$ cat config.mk
export PLATFORM = sky130hd
export DESIGN_NAME = gin_mcast_net_flat
export DESIGN_NICKNAME = d
export VERILOG_FILES = /design/src/rtl/gin_pkg.sv /design/src/rtl/gin_mcast_net_if.sv /design/src/rtl/gin_fifo.sv /design/src/rtl/gin_mcast_net.sv /design/src/flat_wrapper.sv
export SDC_FILE = /design/constraint.sdc
export NUM_CORES = 1
export LEC_CHECK = 0
export ABC_AREA = 1
export ABC_CLOCK_PERIOD_IN_PS = 4500
export CAP_MARGIN = 20
export CORE_AREA = 2 2 186 188
export CTS_CLUSTER_DIAMETER = 60
export DETAILED_ROUTE_END_ITERATION = 7
export DIE_AREA = 0 0 188 190
export HOLD_SLACK_MARGIN = 0.08
export PLACE_DENSITY = 0.51
export SETUP_SLACK_MARGIN = 0.05
export SLEW_MARGIN = 30
export SYNTH_ARGS = -nofsm -noshare
export SYNTH_HDL_FRONTEND = slang
export SYNTH_SLANG_ARGS = --single-unit
$ cat constraint.sdc
create_clock -name i_clk -period 4.5 [get_ports i_clk]
set_input_delay 0.675 -clock i_clk [delete_from_list [all_inputs] [get_ports i_clk]]
set_output_delay 0.675 -clock i_clk [all_outputs]
set_load 0.01 [all_outputs]
$ cat src/rtl/gin_pkg.sv
// Shared definitions for the global input network: broadcast ID, tag split
// helper and PE indexing used by the multicast match logic.
package gin_pkg;

    localparam int MAX_ID_BITS = 8;

    typedef logic [MAX_ID_BITS-1:0]   id_word_t;
    typedef logic [2*MAX_ID_BITS-1:0] tag_word_t;

    typedef struct packed {
        id_word_t row;
        id_word_t col;
    } tag_split_t;

    // All-ones ID of the given width; a tag field with this value hits every row/column.
    function automatic id_word_t bcast_id(input int id_bits);
        return id_word_t'((32'd1 << id_bits) - 32'd1);
    endfunction

    function automatic tag_split_t split_tag(input tag_word_t tag, input int id_bits);
        tag_split_t t;
        t.col = tag[MAX_ID_BITS-1:0] & bcast_id(id_bits);
        t.row = id_word_t'(tag >> id_bits) & bcast_id(id_bits);
        return t;
    endfunction

    function automatic int pe_index(input int r, input int c, input int col_num);
        return r * col_num + c;
    endfunction

endpackage

$ cat src/rtl/gin_mcast_net_if.sv
// Bundle of the GLB-side push port, scan-chain port and PE-side delivery port
// of the global input network.
interface gin_mcast_net_if #(
    parameter int DATA_BITWIDTH = 16,
    parameter int ROW_NUM       = 6,
    parameter int COL_NUM       = 6,
    parameter int ID_BITWIDTH   = 3,
    parameter int FIFO_DEPTH    = 4
);
    logic                           cfg_en;
    logic [ID_BITWIDTH-1:0]         cfg_data;
    logic                           valid;
    logic [DATA_BITWIDTH-1:0]       data;
    logic [2*ID_BITWIDTH-1:0]       tag;
    logic                           ready;
    logic [ROW_NUM*COL_NUM-1:0]     pe_valid;
    logic [DATA_BITWIDTH-1:0]       pe_data;
    logic [ROW_NUM*COL_NUM-1:0]     pe_ready;
    logic                           drop;
    logic [$clog2(FIFO_DEPTH):0]    count;

    modport master (
        output cfg_en, cfg_data, valid, data, tag, pe_ready,
        input  ready, pe_valid, pe_data, drop, count
    );

    modport slave (
        input  cfg_en, cfg_data, valid, data, tag, pe_ready,
        output ready, pe_valid, pe_data, drop, count
    );

endinterface

$ cat src/rtl/gin_fifo.sv
// Synchronous FIFO with valid/ready on both sides and an occupancy count.
// A push is refused while full even if the same cycle pops.
module gin_fifo #(
    parameter int WIDTH = 8,
    parameter int DEPTH = 4
) (
    input  logic                     i_clk,
    input  logic                     i_rst,
    input  logic                     i_valid,
    input  logic [WIDTH-1:0]         i_data,
    output logic                     o_ready,
    output logic                     o_valid,
    output logic [WIDTH-1:0]         o_data,
    input  logic                     i_ready,
    output logic [$clog2(DEPTH):0]   o_count
);
    localparam int PTR_W = $clog2(DEPTH);
    localparam int CNT_W = PTR_W + 1;

    logic [WIDTH-1:0] mem [DEPTH];
    logic [PTR_W-1:0] wr_ptr;
    logic [PTR_W-1:0] rd_ptr;
    logic [CNT_W-1:0] count;
    logic             full;
    logic             empty;
    logic             push;
    logic             pop;

    assign full  = (count == CNT_W'(DEPTH));
    assign empty = (count == '0);
    assign push  = i_valid & ~full;
    assign pop   = i_ready & ~empty;

    // DEPTH is a power of two, so pointers wrap naturally on overflow.
    always_ff @(posedge i_clk or negedge i_rst) begin
        if (!i_rst) begin
            wr_ptr <= '0;
            rd_ptr <= '0;
            count  <= '0;
        end else begin
            if (push) wr_ptr <= wr_ptr + PTR_W'(1);
            if (pop)  rd_ptr <= rd_ptr + PTR_W'(1);
            case ({push, pop})
                2'b10:   count <= count + CNT_W'(1);
                2'b01:   count <= count - CNT_W'(1);
                default: count <= count;
            endcase
        end
    end

    always_ff @(posedge i_clk) begin
        if (push) mem[wr_ptr] <= i_data;
    end

    assign o_ready = ~full;
    assign o_valid = ~empty;
    assign o_data  = mem[rd_ptr];
    assign o_count = count;

endmodule

$ cat src/rtl/gin_mcast_net.sv
// Global input network: input FIFO feeding a row/column multicast tree whose
// controller IDs are loaded through a serial scan chain.
module gin_mcast_net
    import gin_pkg::*;
#(
    parameter int DATA_BITWIDTH = 16,
    parameter int ROW_NUM       = 6,
    parameter int COL_NUM       = 6,
    parameter int ID_BITWIDTH   = 3,
    parameter int FIFO_DEPTH    = 4
) (
    input  logic           i_clk,
    input  logic           i_rst,
    gin_mcast_net_if.slave bus
);
    localparam int       N_PE   = ROW_NUM * COL_NUM;
    localparam int       N_IDS  = ROW_NUM * (COL_NUM + 1);
    localparam int       WORD_W = 2 * ID_BITWIDTH + DATA_BITWIDTH;
    localparam id_word_t BCAST  = bcast_id(ID_BITWIDTH);

    logic                     head_valid;
    logic                     head_ready;
    logic [WORD_W-1:0]        head_word;
    logic [2*ID_BITWIDTH-1:0] head_tag;
    tag_split_t               head_split;
    logic [ROW_NUM-1:0]       row_match;
    logic [N_PE-1:0]          mask;
    logic                     deliver;

    gin_fifo #(
        .WIDTH (WORD_W),
        .DEPTH (FIFO_DEPTH)
    ) u_fifo (
        .i_clk   (i_clk),
        .i_rst   (i_rst),
        .i_valid (bus.valid),
        .i_data  ({bus.tag, bus.data}),
        .o_ready (bus.ready),
        .o_valid (head_valid),
        .o_data  (head_word),
        .i_ready (head_ready),
        .o_count (bus.count)
    );

    // Entries below N_PE are column IDs of each PE; the last ROW_NUM are row IDs.
    for (genvar k = 0; k < N_IDS; k++) begin : g_chain
        localparam logic [ID_BITWIDTH-1:0] RESET_ID =
            (k < N_PE) ? ID_BITWIDTH'(k % COL_NUM) : ID_BITWIDTH'(k - N_PE);
        logic [ID_BITWIDTH-1:0] id;

        if (k == 0) begin : g_head
            always_ff @(posedge i_clk or negedge i_rst) begin
                if (!i_rst)          id <= RESET_ID;
                else if (bus.cfg_en) id <= bus.cfg_data;
            end
        end else begin : g_link
            always_ff @(posedge i_clk or negedge i_rst) begin
                if (!i_rst)          id <= RESET_ID;
                else if (bus.cfg_en) id <= g_chain[k-1].id;
            end
        end
    end

    assign head_tag   = head_word[WORD_W-1:DATA_BITWIDTH];
    assign head_split = split_tag(tag_word_t'(head_tag), ID_BITWIDTH);

    for (genvar r = 0; r < ROW_NUM; r++) begin : g_row
        assign row_match[r] = (head_split.row == BCAST) ||
                              (head_split.row == id_word_t'(g_chain[N_PE + r].id));
        for (genvar c = 0; c < COL_NUM; c++) begin : g_col
            localparam int PE = pe_index(r, c, COL_NUM);
            assign mask[PE] = row_match[r] &&
                              ((head_split.col == BCAST) ||
                               (head_split.col == id_word_t'(g_chain[PE].id)));
        end
    end

    // All-or-nothing: the head only leaves once every targeted PE is ready.
    assign deliver    = head_valid & ~bus.cfg_en;
    assign head_ready = ~bus.cfg_en & ((mask & ~bus.pe_ready) == '0);
    assign bus.pe_valid = deliver ? mask : '0;
    assign bus.pe_data  = head_word[DATA_BITWIDTH-1:0];
    assign bus.drop     = deliver & (mask == '0);

endmodule

$ cat src/flat_wrapper.sv
// flat-port wrapper written by rule: the top's interface ports become plain ports
module gin_mcast_net_flat import gin_pkg::*;
#(
    parameter int DATA_BITWIDTH = 16,
    parameter int ROW_NUM       = 6,
    parameter int COL_NUM       = 6,
    parameter int ID_BITWIDTH   = 3,
    parameter int FIFO_DEPTH    = 4
)
  (i_clk, i_rst, bus_cfg_en, bus_cfg_data, bus_valid, bus_data, bus_tag, bus_pe_ready, bus_ready, bus_pe_valid, bus_pe_data, bus_drop, bus_count);
  gin_mcast_net_if #(.DATA_BITWIDTH(DATA_BITWIDTH), .ROW_NUM(ROW_NUM), .COL_NUM(COL_NUM), .ID_BITWIDTH(ID_BITWIDTH), .FIFO_DEPTH(FIFO_DEPTH)) bus_i ();
  input  logic i_clk;
  input  logic i_rst;
  input wire logic [$bits(bus_i.cfg_en)-1:0] bus_cfg_en;
  input wire logic [$bits(bus_i.cfg_data)-1:0] bus_cfg_data;
  input wire logic [$bits(bus_i.valid)-1:0] bus_valid;
  input wire logic [$bits(bus_i.data)-1:0] bus_data;
  input wire logic [$bits(bus_i.tag)-1:0] bus_tag;
  input wire logic [$bits(bus_i.pe_ready)-1:0] bus_pe_ready;
  output wire logic [$bits(bus_i.ready)-1:0] bus_ready;
  output wire logic [$bits(bus_i.pe_valid)-1:0] bus_pe_valid;
  output wire logic [$bits(bus_i.pe_data)-1:0] bus_pe_data;
  output wire logic [$bits(bus_i.drop)-1:0] bus_drop;
  output wire logic [$bits(bus_i.count)-1:0] bus_count;
  assign bus_i.cfg_en = bus_cfg_en;
  assign bus_i.cfg_data = bus_cfg_data;
  assign bus_i.valid = bus_valid;
  assign bus_i.data = bus_data;
  assign bus_i.tag = bus_tag;
  assign bus_i.pe_ready = bus_pe_ready;
  assign bus_ready = bus_i.ready;
  assign bus_pe_valid = bus_i.pe_valid;
  assign bus_pe_data = bus_i.pe_data;
  assign bus_drop = bus_i.drop;
  assign bus_count = bus_i.count;
  gin_mcast_net #(.DATA_BITWIDTH(DATA_BITWIDTH), .ROW_NUM(ROW_NUM), .COL_NUM(COL_NUM), .ID_BITWIDTH(ID_BITWIDTH), .FIFO_DEPTH(FIFO_DEPTH)) u_core (.i_clk(i_clk), .i_rst(i_rst), .bus(bus_i));
endmodule
## Word level (Yosys, flattened, before mapping)

Memory sizes are Yosys's and may differ from the RTL's.
Cells that the tools add are included.
Widths: inputs -> output; s select.

- Add/subtract/negate cells: 4
- Muxes and demuxes: 4
- Bitwise gates (word level): 10
- Reduce and logical (&&, ||, !) cells: 82
- Eq/ne operators: 47

Operators with widths:

| operator | count |
|---|---|
| $eq 3x3->1 | 42 |
| $logic_not 36->1 | 2 |
| $logic_or 1x1->1 | 42 |
| $and 36x36->36 | 1 |
| $logic_and 1x1->1 | 36 |
| $mux 36 | 1 |
| $not 36->36 | 1 |
| $eq 3x3->1 const B | 3 |
| $pmux 3 s2 | 1 |
| $and 1x1->1 | 5 |
| $add 2x1->2 const B | 2 |
| $add 3x1->3 const B | 1 |
| $logic_not 3->1 | 1 |
| $not 1->1 | 3 |
| $sub 3x1->3 const B | 1 |
| $eq 2x1->1 const B | 1 |
| $eq 2x2->1 const B | 1 |
| $mux 1 | 2 |
| $reduce_bool 2->1 | 1 |

- Memories: 1
- Output and inout port bits: 57
- Logic and storage cells: 193
- Input bits: 65
- Bits in registers: 133
- Bits in writable memories: 88

Memory list:

| memory | depth | bits a word | read ports | clocked after memory_dff | write ports | RTL line | source |
|---|---|---|---|---|---|---|---|
| u_core.u_fifo.mem | 4 | 22 | 1 | 0 | 1 | gin_fifo.sv:20 | `logic [WIDTH-1:0] mem [DEPTH];` |

## Logic depth before layout (Yosys ltp)

Gate-level depths: netlist of run 1.
An unclocked memory read counts as a cell.

- Word-level depth: 10
- Gate-level depth with buffers: 23
- Mapped depth without buffers: 22

## Cells and area by module

Synthesis of run 1 repeated with hierarchy kept, for this count alone.

- Cells, all modules: 1313
- Area, all modules: 11335.9 um2

Modules (own cells, without submodules):

| module | cells an instance | area each (um2) | seq. area each (um2) | times used |
|---|---|---|---|---|
| gin_mcast_net | 998 | 7368.3 | 3214.3 | 1 |
| gin_fifo | 315 | 3967.6 | 2817.7 | 1 |

## Worst setup path before layout of run 1

Ideal clock, no wire load.

- Path kind: flip-flop to flip-flop
- From: register u_core.u_fifo.rd_ptr[1]
- To: register u_core.u_fifo.count[2], in the netlist u_core.u_fifo.o_count[2]
- Clock period less this slack: 2.888 ns
- Required time: 4.374 ns
- Data arrival time: 2.762 ns
- Setup time: 0.126 ns
- Cell stages (with the launch flop): 24
- Slack: 1.612 ns
- Buffers on the path: 4
- Cell sequence: dfrtp_1 > buf_6 > inv_4 > buf_6 > nand3_4 > buf_4 > buf_6 > nand3_1 > nand2_1 > nand3_1 > nand2_1 > nand3b_1 > nand2_1 > nor2_1 > nand2_1 > nor2_2 > nand3_2 > inv_1 > ha_1 > inv_1 > fa_1 > a21oi_1 > o21ai_0 > xnor2_1

- Longest elaborated chain between the ends: 10
- Elaborated cells on any way between the ends: 131
- Those cells by class: eq/ne (46); mux (1); bitwise (3); reduce/logical (80); memory (1)

Ends and longest elaborated chain:

| what | RTL line | source |
|---|---|---|
| from (decl) | gin_fifo.sv:22 | `logic [PTR_W-1:0] rd_ptr;` |
| from (signal assigned) | gin_fifo.sv:42 | `if (pop) rd_ptr <= rd_ptr + PTR_W'(1);` |
| $mem_v2 4x22 (*) | - |  |
| $eq 3x3->1 (on tied branches) | - |  |
| $logic_or 1x1->1 (on tied branches) | gin_mcast_net.sv:68, gin_mcast_net.sv:73 |  |
| $logic_and 1x1->1 | gin_mcast_net.sv:72 | `assign mask[PE] = row_match[r] &&` |
| $and 36x36->36 (*) | gin_mcast_net.sv:80 | `assign head_ready = ~bus.cfg_en & ((mask & ~bus.pe_ready) == '0);` |
| $logic_not 36->1 (*) | gin_mcast_net.sv:80 |  |
| $and 1x1->1 (*) | gin_mcast_net.sv:80 |  |
| $and 1x1->1 (*) | gin_fifo.sv:32 | `assign pop = i_ready & ~empty;` |
| named net u_core.u_fifo.pop | gin_fifo.sv:27 | `logic pop;` |
| $eq 2x1->1 or $eq 2x2->1 (tied branches) | gin_fifo.sv:43 | `case ({push, pop})` |
| $pmux 3 s2 or $reduce_bool 2->1 (tied branches) | - |  |
| to (signal assigned) | gin_fifo.sv:44 | `2'b10: count <= count + CNT_W'(1);` |
| to (signal assigned) | gin_fifo.sv:45 | `2'b01: count <= count - CNT_W'(1);` |
| to (signal assigned) | gin_fifo.sv:46 | `default: count <= count;` |
| to (decl) | gin_fifo.sv:23 | `logic [CNT_W-1:0] count;` |

The timed path passes the listed nets; every way through them passes the cells marked *.
A chain may end at the register's enable or synchronous reset.

## Worst setup path after layout of run 1

- From: register u_core.u_fifo.rd_ptr[0]
- To: output bus_drop

- Longest elaborated chain between the ends: 6
- Elaborated cells on any way between the ends: 125
- Those cells by class: eq/ne (44); bitwise (1); reduce/logical (79); memory (1)

Ends and longest elaborated chain:

| what | RTL line | source |
|---|---|---|
| $mem_v2 4x22 (*) | - |  |
| $eq 3x3->1 (on tied branches) | - |  |
| $logic_or 1x1->1 (on tied branches) | gin_mcast_net.sv:68, gin_mcast_net.sv:73 |  |
| $logic_and 1x1->1 | gin_mcast_net.sv:72 |  |
| $logic_not 36->1 (*) | gin_mcast_net.sv:83 | `assign bus.drop = deliver & (mask == '0);` |
| $and 1x1->1 (*) | gin_mcast_net.sv:83 |  |
| to (decl) | flat_wrapper.sv:23 | `output wire logic [$bits(bus_i.drop)-1:0] bus_drop;` |

Every way passes the cells marked *; elsewhere a longest branch is shown, timed or not.

==> flow_metrics.tcl, run 1 <==
set metrics [dict create \
    diodes 0 \
    cp_max_fo 14 \
    syn_nets 1487 \
    antenna_found_initial 1 \
    whs_ns 0.129 \
    setup_ws_ns 0.276 \
    maxUsedRoutingLayer "met5" \
    synth.avg_cell_area_um2 8.22 \
    numCtsBuffers 27 \
    clockBufferDepth 3 \
    drtAntennaViolNets 0 \
    synthMuxAreaShare_pct 0 \
    rsz0062_at_grt "no" \
    ys_ff_latch 221 \
    final_max_slew_viol_count 0 \
    synthCells 1416 \
    tns_ns 0 \
    die_width_um 188 \
    finalSetupViolations 0 \
    wl_met3_um 2160 \
    root_buffer "clkbuf_16" \
    initial_core_util_pct 34.3 \
    yosys.area_share.xor_xnor_pct 2.03 \
    n_fill_cell 3409 \
    fin_nets 1590 \
    pre_cts_ws_ns 0.581 \
    hp-class "input port to async pin" \
    cts_hold_buf 0 \
    critPathKind "flip-flop to output port" \
    status "completed" \
    slew_headroom_pct 48.9 \
    cp.arrival_ns 3.55 \
    met1_length_um 14600 \
    areaGrowthSynthToFinish_pct 21.6 \
    ios 122 \
    synth_top_family_by_area "simple AND/OR/NAND/NOR gates" \
    endpoint_kind "output port" \
    cp-startpoint "u_core.u_fifo.rd_ptr[0]$_DFFE_PN0P_" \
    finalClockSkew_ns 0.0117 \
    grt_pass1_vias 9689 \
    worst_r2r_startpoint "u_core.u_fifo.rd_ptr[0]$_DFFE_PN0P_" \
    mappedNetlistArea_um2 11600 \
    detailed_place_hpwl_um 21700 \
    leakage_nw 6.25 \
    report.power.total_mw 9.45 \
    synth_fa_ha_area_share_pct 0.710 \
    design.core.area_um2 33900 \
    grt_usage_pct 18.3 \
    vias 9598 \
    overflow 0 \
    tightest_slew_ns 0.766 \
    avgViaCountPerCell 4.82 \
    drive_gt1_share_pct 10.7 \
    wl_um 32300 \
    portBuffers 121 \
    drc 0 \
    drv_cap 0 \
    min_period_over_period_pct 93.9 \
    fmax_mhz 237 \
    synthSimpleGateAreaFrac_pct 29.4 \
    fin_cells 1991 \
    routabilityCongestion 0.823 \
    cp.required_ns 3.83 \
    period_minus_slack_ns 4.22 \
    htree_levels 1 \
    grt_max_degree 110 \
    seq_area_frac_synth_pct 51.8 \
    dieHeight_um 190 \
    cp-start-kind "flip-flop" \
    wl_per_cell_um 16.2 \
    drt_iter0_drc 694 \
    drtPass1Iterations 5 \
    cts_tree "yes" \
    wl_met2_um 14900 \
    cts.sinks 221 \
    clkSlewWorstSetupHoldPaths_ns 0.06 \
    insertion_delay_ns 0.54 \
    dp.cells 1938 \
    hold_viol_final 0 \
    grt_pass1_wl_um 52500 \
    rows 68 \
    synth_cell_type_count 34 \
    max-vdd-ir-drop_mv 0.345 \
    power_density_nw_per_um2 668 \
    die_area_um2 35700 \
    synth_compound_area_share_pct 7.91 \
    yosysWarnings 0 \
]
## cells by family (layout without fill, tap and decap cells)
group                    Yosys count  in the layout
AND/OR/NAND/NOR                  771            771
AO/OA/AOI/OAI                    180            180
flip-flops                       221            221
buffers and inverters            211            331
adder cells (fa/ha/maj)            6              6
XOR/XNOR                          27             27
## power by group
group	internal, mW	total (mW)	switching, mW
Clock	1.36	2.22	0.859
Combinational	1.52	4.49	2.97
Sequential	2.54	2.74	0.209
Total	5.41	9.45	4.04
## routing by layer
metal  global-route usage [%]  vias up
li1                         -     4780
met1                     24.1     4501
met2                     30.7      267
met3                     4.11       48
met4                     4.51        2
met5                        0        -
## worst paths after layout
check                                                       end  slack, ns  cells after the start
max                                                    bus_drop       0.28                     14
max reg2reg                u_core.u_fifo.o_count[2]$_DFFE_PN0P_       0.60                     21
min                         u_core.g_chain[8].id[2]$_DFFE_PN0P_       0.13                      1
min in group i_clk         u_core.g_chain[35].id[2]$_DFFE_PN1P_       0.49                      2
min reg2reg                u_core.g_chain[35].id[2]$_DFFE_PN1P_       0.49                      2
max in group asynchronous  u_core.g_chain[25].id[0]$_DFFE_PN1P_       3.37                      2
## cells in the mapped netlist
cell	count	area share (%)
nand2_1	450	15
nand3_1	148	6.4
o21ai_0	148	6.4
inv_1	129	4.2
nor2_1	102	3.3
edfxtp_1	88	23
dfrtp_1	84	18
dfstp_2	49	11
clkbuf_1	42	1.4
nand3b_1	26	1.7
xor2_1	25	1.9
o22ai_1	16	0.86
a21oi_1	15	0.65
buf_2	13	0.56
buf_6	11	1.1
buf_4	10	0.65
nand4_1	9	0.48
nand2_4	8	0.77
nand3_2	8	0.69
nand2_2	7	0.38
ha_1	5	0.54
nand3_4	5	0.75
or2_1	3	0.16
inv_2	2	0.065
nor2_2	2	0.11
nor3_1	2	0.086
xnor2_1	2	0.15
buf_1	1	0.032
buf_12	1	0.17
clkinv_1	1	0.032
fa_1	1	0.17
inv_4	1	0.054
nor2_4	1	0.097
o21ai_1	1	0.043
## cell type report
type                    count  area [µm²]  area share, %
repair buffers            152        1460           10.3
well taps                 455         569           4.02
flip-flops and latches    221        6030           42.6
inverters                 133         504           3.56
multi-input cells         984        4680           33.1
clock inverters            13         180           1.27
clock buffers              33         718           5.08
## layout by cell type (no fill, tap or decap), types with 3 or more instances in the layout
| master | Yosys | final |
|---|---|---|
| bufinv_16 | 0 | 4 |
| clkbuf_1 | 42 | 4 |
| nand3_4 | 5 | 5 |
| nand3b_1 | 26 | 26 |
| inv_1 | 129 | 129 |
| clkbuf_16 | 0 | 27 |
| dfrtp_1 | 84 | 84 |
| o21ai_0 | 148 | 148 |
| a21oi_1 | 15 | 15 |
| dfstp_2 | 49 | 49 |
| ha_1 | 5 | 5 |
| nor2_1 | 102 | 98 |
| buf_4 | 10 | 28 |
| nand3_2 | 8 | 8 |
| nand4_1 | 9 | 9 |
| edfxtp_1 | 88 | 88 |
| nand3_1 | 148 | 148 |
| xor2_1 | 25 | 25 |
| nor2_2 | 2 | 6 |
| buf_6 | 11 | 5 |
| o22ai_1 | 16 | 16 |
| clkinv_2 | 0 | 3 |
| nand2_4 | 8 | 7 |
| clkdlybuf4s50_1 | 0 | 119 |
| nand2_1 | 450 | 447 |
| or2_1 | 3 | 3 |
| nand2_2 | 7 | 10 |
## timing repair
action | CTS | global route
endpoints found under the setup margin | 0 | 1
endpoints found under the hold margin | 0 | 0
gates resized for setup | 0 | 8
buffers inserted | 0 | 7
## per-stage QoR
step                utilization (%)  cell area [µm²]
floorplan                         -            11600
global placement               38.8            13200
detailed placement             38.8            13200
CTS                            41.4            14100
global route                   41.7            14100
finish                         41.7            14100
## worst max-delay path: stages, from the launching register on
cell             delay, ns
dfrtp_1               0.43
buf_4                 0.26
inv_4                 0.12
nand2_1               0.09
nand3_2               0.14
nand2_2               0.18
nor2_1                0.07
nand3_2               0.14
nand2_1               0.36
nand2_1               0.21
nand4_1               0.10
nor2_1                0.16
nand3_1               0.09
nor2_1                0.09
clkdlybuf4s50_1       0.55
## registers in the layout, summed over array words and instances, names as in the netlist
| register | cells |
|---|---|
| u_core.u_fifo.rd_ptr | 2 |
| u_core.u_fifo.wr_ptr | 2 |
| u_core.g_chain.id | 126 |
| u_core.u_fifo.mem | 88 |
| u_core.u_fifo.o_count | 3 |
Note: power is estimated with default switching activity, not from simulation.
==> run 2, diff against run 1 <==
Settings changed: CORE_AREA 2 2 186 188 to 2 2 145 147, DIE_AREA 0 0 188 190 to 0 0 147 149, PLACE_DENSITY 0.51 to 0.79.
==> run 2 against run 1 <==
Sequential share of layout area rose by 1.1 points. Die area fell by 39%. Total power decreased by 2.7%. Clock skew fell by 0.0053 ns. Design area shrank 2.6%. Critical path depth is 2 lower. Combinational power is 4% lower. Clock power decreased by 5%. Maximum frequency is 0.13% lower. Register-to-register slack improved by 0.09 ns. Hold slack improved by 0.050 ns. Setup slack worse by 0.0056 ns. Highest routed layer is now met4.
==> flow_metrics.tcl, run 2 (synthesis gave the netlist of run 1 again) <==
set metrics [dict create \
    status "completed" \
    wl_um 28800 \
    largest_reg_flops 126 \
    grt_usage_pct 26.1 \
    drv_cap 0 \
    reg2reg_slack_ns 0.69 \
    utilization_pct 67.0 \
    cts.sinks 221 \
    grt_max_degree 129 \
    min_period_over_period_pct 94.0 \
    critPathKind "flip-flop to output port" \
    antenna_found_initial 0 \
    max-vdd-ir-drop_mv 0.567 \
    dieHeight_um 149 \
    fin_nets 1575 \
    worst_r2r_startpoint "u_core.u_fifo.rd_ptr[1]$_DFFE_PN0P_" \
    areaGrowthSynthToFinish_pct 18.4 \
    die_area_um2 21900 \
    place_area_um2 12900 \
    drive_gt1_share_pct 9.85 \
    tns_ns 0 \
    cp-start-kind "flip-flop" \
    diodes 0 \
    seq_area_um2 6030 \
    worst_r2r_path_depth 19 \
    drtPass1Iterations 5 \
    cts_tree "yes" \
    slew_headroom_pct 47.9 \
    ios 122 \
    multiInputGateArea_um2 4680 \
    final_max_slew_viol_count 0 \
    fmax_mhz 236 \
    endpoint_kind "output port" \
    hold_viol_final 0 \
    die_width_um 147 \
    drtAntennaViolNets 0 \
    finalSetupViolations 0 \
    htree_levels 1 \
    drc 0 \
    initial_core_util_pct 56.6 \
    cp.arrival_ns 3.55 \
    drt_iter0_drc 782 \
    cp.required_ns 3.83 \
    vias 9830 \
    whs_ns 0.179 \
    clockBufferDepth 3 \
    power_density_nw_per_um2 667 \
    cp_max_fo 36 \
    design.core.area_um2 20600 \
    hp-class "input port to async pin" \
    tightest_slew_ns 0.782 \
    final_cell_area_um2 13800 \
    rows 53 \
    cts_hold_buf 0 \
    detailed_place_hpwl_um 18800 \
    period_minus_slack_ns 4.23 \
    clkSlewWorstSetupHoldPaths_ns 0.06 \
    layout_common_cells "450 x nand2_1, 148 x o21ai_0, 148 x nand3_1, 129 x inv_1, 119 x clkdlybuf4s50_1" \
    finalClockSkew_ns 0.00642 \
    reg2reg_to "u_core.u_fifo.o_count[2]$_DFFE_PN0P_" \
    wl_per_cell_um 16.0 \
    numCtsBuffers 25 \
    rsz0062_at_grt "no" \
    grt_pass1_wl_um 46100 \
    top_register "u_core.g_chain.id" \
    leakage_nw 6.19 \
    routabilityCongestion 0.897 \
    insertion_delay_ns 0.53 \
    root_buffer "clkbuf_16" \
    overflow 0 \
    layout_commonest_cell "nand2_1" \
    grt_pass1_vias 9416 \
    avgViaCountPerCell 5.47 \
    n_fill_cell 1659 \
    portBuffers 121 \
]
[run 2: cell count changes in the layout (fill, tap and decap cells not counted), sizes merged]
cell / change
clkbuf: -3
clkinvlp: -1
clkinv: +2
buf: -13
inv: +2
[run 2: worst max-delay path by stage]
| stage | from | to | slack [ns] | cells after the start |
|---|---|---|---|---|
| after global placement | bus_cfg_en | bus_pe_valid[2] | 0.67 | 5 |
| after detailed placement | u_core.u_fifo.rd_ptr[0]$_DFFE_PN0P_ | u_core.u_fifo.o_count[2]$_DFFE_PN0P_ | 0.63 | 21 |
| after CTS | u_core.u_fifo.rd_ptr[0]$_DFFE_PN0P_ | bus_drop | 0.16 | 15 |
| final | u_core.u_fifo.rd_ptr[1]$_DFFE_PN0P_ | bus_drop | 0.27 | 12 |
| after global routing | u_core.u_fifo.rd_ptr[1]$_DFFE_PN0P_ | bus_drop | 0.05 | 12 |
| after floorplan | u_core.u_fifo.rd_ptr[1]$_DFFE_PN0P_ | u_core.u_fifo.o_count[2]$_DFFE_PN0P_ | 1.61 | 23 |
[run 2: final cells by class]
| cell class | instances | share of cell area, % |
|---|---|---|
| clock buffer | 30 | 4.82 |
| clock inverter | 16 | 1.42 |
| inverter | 133 | 3.66 |
| multi-input combinational | 984 | 33.9 |
| sequential | 221 | 43.8 |
| tap | 275 | 2.50 |
| timing repair buffer | 139 | 9.87 |
[run 2: power breakdown]
part / internal, mW / switching, mW / total, mW
Combinational: 1.43 / 2.89 / 4.32
Sequential: 2.54 / 0.218 / 2.75
Clock: 1.29 / 0.830 / 2.12
Total: 5.26 / 3.93 / 9.19
[run 2: worst max-delay path, cell delays in order, from the launching register on]
cell and delay (ns):
dfrtp_1 0.40, buf_4 0.35, nand3_1 0.21, nand2_4 0.21, inv_2 0.14, nand2_4 0.33
nand2_1 0.14, nand2_1 0.12, nand4_1 0.11, nor2_1 0.20, nand3_1 0.13, nor2_1 0.12
clkdlybuf4s50_1 0.55
[run 2: layer usage]
layer  global-route usage [%]  share of wire (%)  routed length (µm)  up-vias
met5                        0                  0                   0        -
met4                     10.4                3.7                1060        0
met3                     3.85                6.1                1750       80
met2                     45.6                 49               14100      347
met1                     33.0                 41               11800     4649
li1                         -                  -                   -     4754
[run 2: repair_timing]
item,in CTS,in global routing
endpoints found under the setup margin,0,1
resized for setup,0,6
buffers inserted,0,0
hold endpoints to repair,0,0
[run 2: metrics by stage]
stage               instances  power (mW)  setup WS [ns]
global route             1798        9.78         0.0546
CTS                      1798        9.16          0.164
global placement         1752        6.92          0.668
finish                   1798        9.19          0.271
detailed placement       1752        7.02          0.635
floorplan                1416        5.79           1.61
==> run 3, diff against run 2 <==
Settings changed: SETUP_SLACK_MARGIN 0.05 to default.
==> run 3 against run 2 <==
Clock skew barely moved. Non-clock buffer count stayed put. Total power fell by 0.14%. Global-route usage is the same. Cell count is the same. Die area unchanged. Maximum frequency fell by 1.2%.
==> flow_metrics.tcl, run 3 (synthesis gave the netlist of run 1 again) <==
set metrics [dict create \
    critPathKind "flip-flop to output port" \
    hold_viol_final 0 \
    postCtsSetupRepairBufs 0 \
    slowest_stage "clkdlybuf4s50_1" \
    cp.arrival_ns 3.61 \
    drtPass1Iterations 5 \
    cts.sinks 221 \
    clockBufferDepth 3 \
    ios 122 \
    vias 9799 \
    layout_common_cells "450 x nand2_1, 148 x o21ai_0, 148 x nand3_1, 129 x inv_1, 119 x clkdlybuf4s50_1" \
    overflow 0 \
    avgViaCountPerCell 5.45 \
    status "completed" \
    tns_ns 0 \
    cp_max_fo 37 \
    design.core.area_um2 20600 \
    portBuffers 121 \
    insertion_delay_ns 0.53 \
    diodes 0 \
    leakage_nw 6.18 \
    cp-start-kind "flip-flop" \
    min_period_over_period_pct 95.2 \
    layout_commonest_cell "nand2_1" \
    wl_per_cell_um 16.1 \
    rsz0062_at_grt "no" \
    grt_usage_pct 26.1 \
    power_density_nw_per_um2 667 \
    drv_cap 0 \
    detailed_place_hpwl_um 18800 \
    period_minus_slack_ns 4.28 \
    root_buffer "clkbuf_16" \
    initial_core_util_pct 56.6 \
    numCtsBuffers 25 \
    clkSlewWorstSetupHoldPaths_ns 0.06 \
    die_width_um 147 \
    grt_pass1_wl_um 46100 \
    fin_nets 1575 \
    wl_um 28900 \
    routabilityCongestion 0.897 \
    largest_reg_flops 126 \
    antenna_found_initial 0 \
    drtAntennaViolNets 0 \
    top_register "u_core.g_chain.id" \
    final_max_slew_viol_count 0 \
    htree_levels 1 \
    rows 53 \
    finalClockSkew_ns 0.00599 \
    path_cells "buf_4, nand3_4, nand2_4, nor2_2, nand2_4, nand2_1, nand2_1, nand4_1, nor2_1, nand3_1, nor2_1, clkdlybuf4s50_1" \
    cp.required_ns 3.83 \
    die_area_um2 21900 \
    drc 0 \
    grt_max_degree 129 \
    areaGrowthSynthToFinish_pct 18.3 \
    dieHeight_um 149 \
    drt_iter0_drc 824 \
    hp-class "input port to async pin" \
    max-vdd-ir-drop_mv 0.565 \
    finalSetupViolations 0 \
    whs_ns 0.181 \
    endpoint_kind "output port" \
    fmax_mhz 233 \
    cts_tree "yes" \
    tightest_slew_ns 0.788 \
    grt_pass1_vias 9416 \
    slew_headroom_pct 47.5 \
    crit_path_max_incr_delay_ns 0.55 \
    drive_gt1_share_pct 9.85 \
]
-- run 3: cell counts in the layout (fill, tap and decap cells not counted) --
Identical to the previous run, type by type.
-- run 3: final timing paths --
check / start / endpoint / slack, ns / cells past startpoint
max reg2reg: u_core.u_fifo.rd_ptr[0]$_DFFE_PN0P_ / u_core.u_fifo.o_count[2]$_DFFE_PN0P_ / 0.65 / 21
min in group i_clk: u_core.g_chain[26].id[1]$_DFFE_PN1P_ / u_core.g_chain[27].id[1]$_DFFE_PN1P_ / 0.49 / 2
min reg2reg: u_core.g_chain[26].id[1]$_DFFE_PN1P_ / u_core.g_chain[27].id[1]$_DFFE_PN1P_ / 0.49 / 2
max: u_core.u_fifo.rd_ptr[1]$_DFFE_PN0P_ / bus_drop / 0.22 / 12
max in group asynchronous: i_rst / u_core.g_chain[3].id[0]$_DFFE_PN1P_ / 3.35 / 2
min: i_rst / u_core.g_chain[11].id[1]$_DFFE_PN0P_ / 0.18 / 1
-- run 3: timing repair --
| action | 4_1_cts | 5_1_grt |
|---|---|---|
| endpoints found under the setup margin | 0 | 1 |
| resized for setup | 0 | 1 |
| hold buffers | 0 | 0 |
| hold endpoints to repair | 0 | 0 |
-- run 3: worst max-delay path: cells and delay by family (launching register included) --
kind | cells | cell delay, ns
simple gates | 10 | 1.75
flops | 1 | 0.40
buf+inv | 2 | 0.90
-- run 3: layout make-up --
| class | count | area [µm²] |
|---|---|---|
| Clock buffer | 30 | 664 |
| Tap cell | 275 | 344 |
| Clock inverter | 16 | 195 |
| Inverter | 133 | 502 |
| Timing Repair Buffer | 139 | 1360 |
| Sequential cell | 221 | 6030 |
| Fill cell | 1661 | 6800 |
| Multi-Input combinational cell | 984 | 4670 |
-- run 3: metal layers --
| metal | GRT usage, % | up-vias | wire [µm] |
|---|---|---|---|
| li1 | - | 4753 | - |
| met5 | 0 | - | 0 |
| met4 | 10.4 | 0 | 1010 |
| met1 | 33.0 | 4608 | 11800 |
| met3 | 3.85 | 69 | 1850 |
| met2 | 45.6 | 369 | 14200 |
-- run 3: stage by stage --
| stage | cell area (µm²) | util [%] | cells | total power, mW | setup slack (ns) |
|---|---|---|---|---|---|
| after floorplan | 11600 | - | 1416 | 5.79 | 1.61 |
| after CTS | 13800 | 66.9 | 1798 | 9.16 | 0.164 |
| after global routing | 13800 | 66.9 | 1798 | 9.77 | 0.0124 |
| final | 13800 | 66.9 | 1798 | 9.18 | 0.217 |
| after global placement | 12900 | 62.7 | 1752 | 6.92 | 0.668 |
| after detailed placement | 12900 | 62.7 | 1752 | 7.02 | 0.635 |
-- run 3: report_power, final --
part	total (mW)	switching, mW	leakage, nW	internal (mW)
clock	2.12	0.831	0.427	1.29
combinational	4.31	2.88	3.38	1.42
sequential	2.75	0.216	2.38	2.54
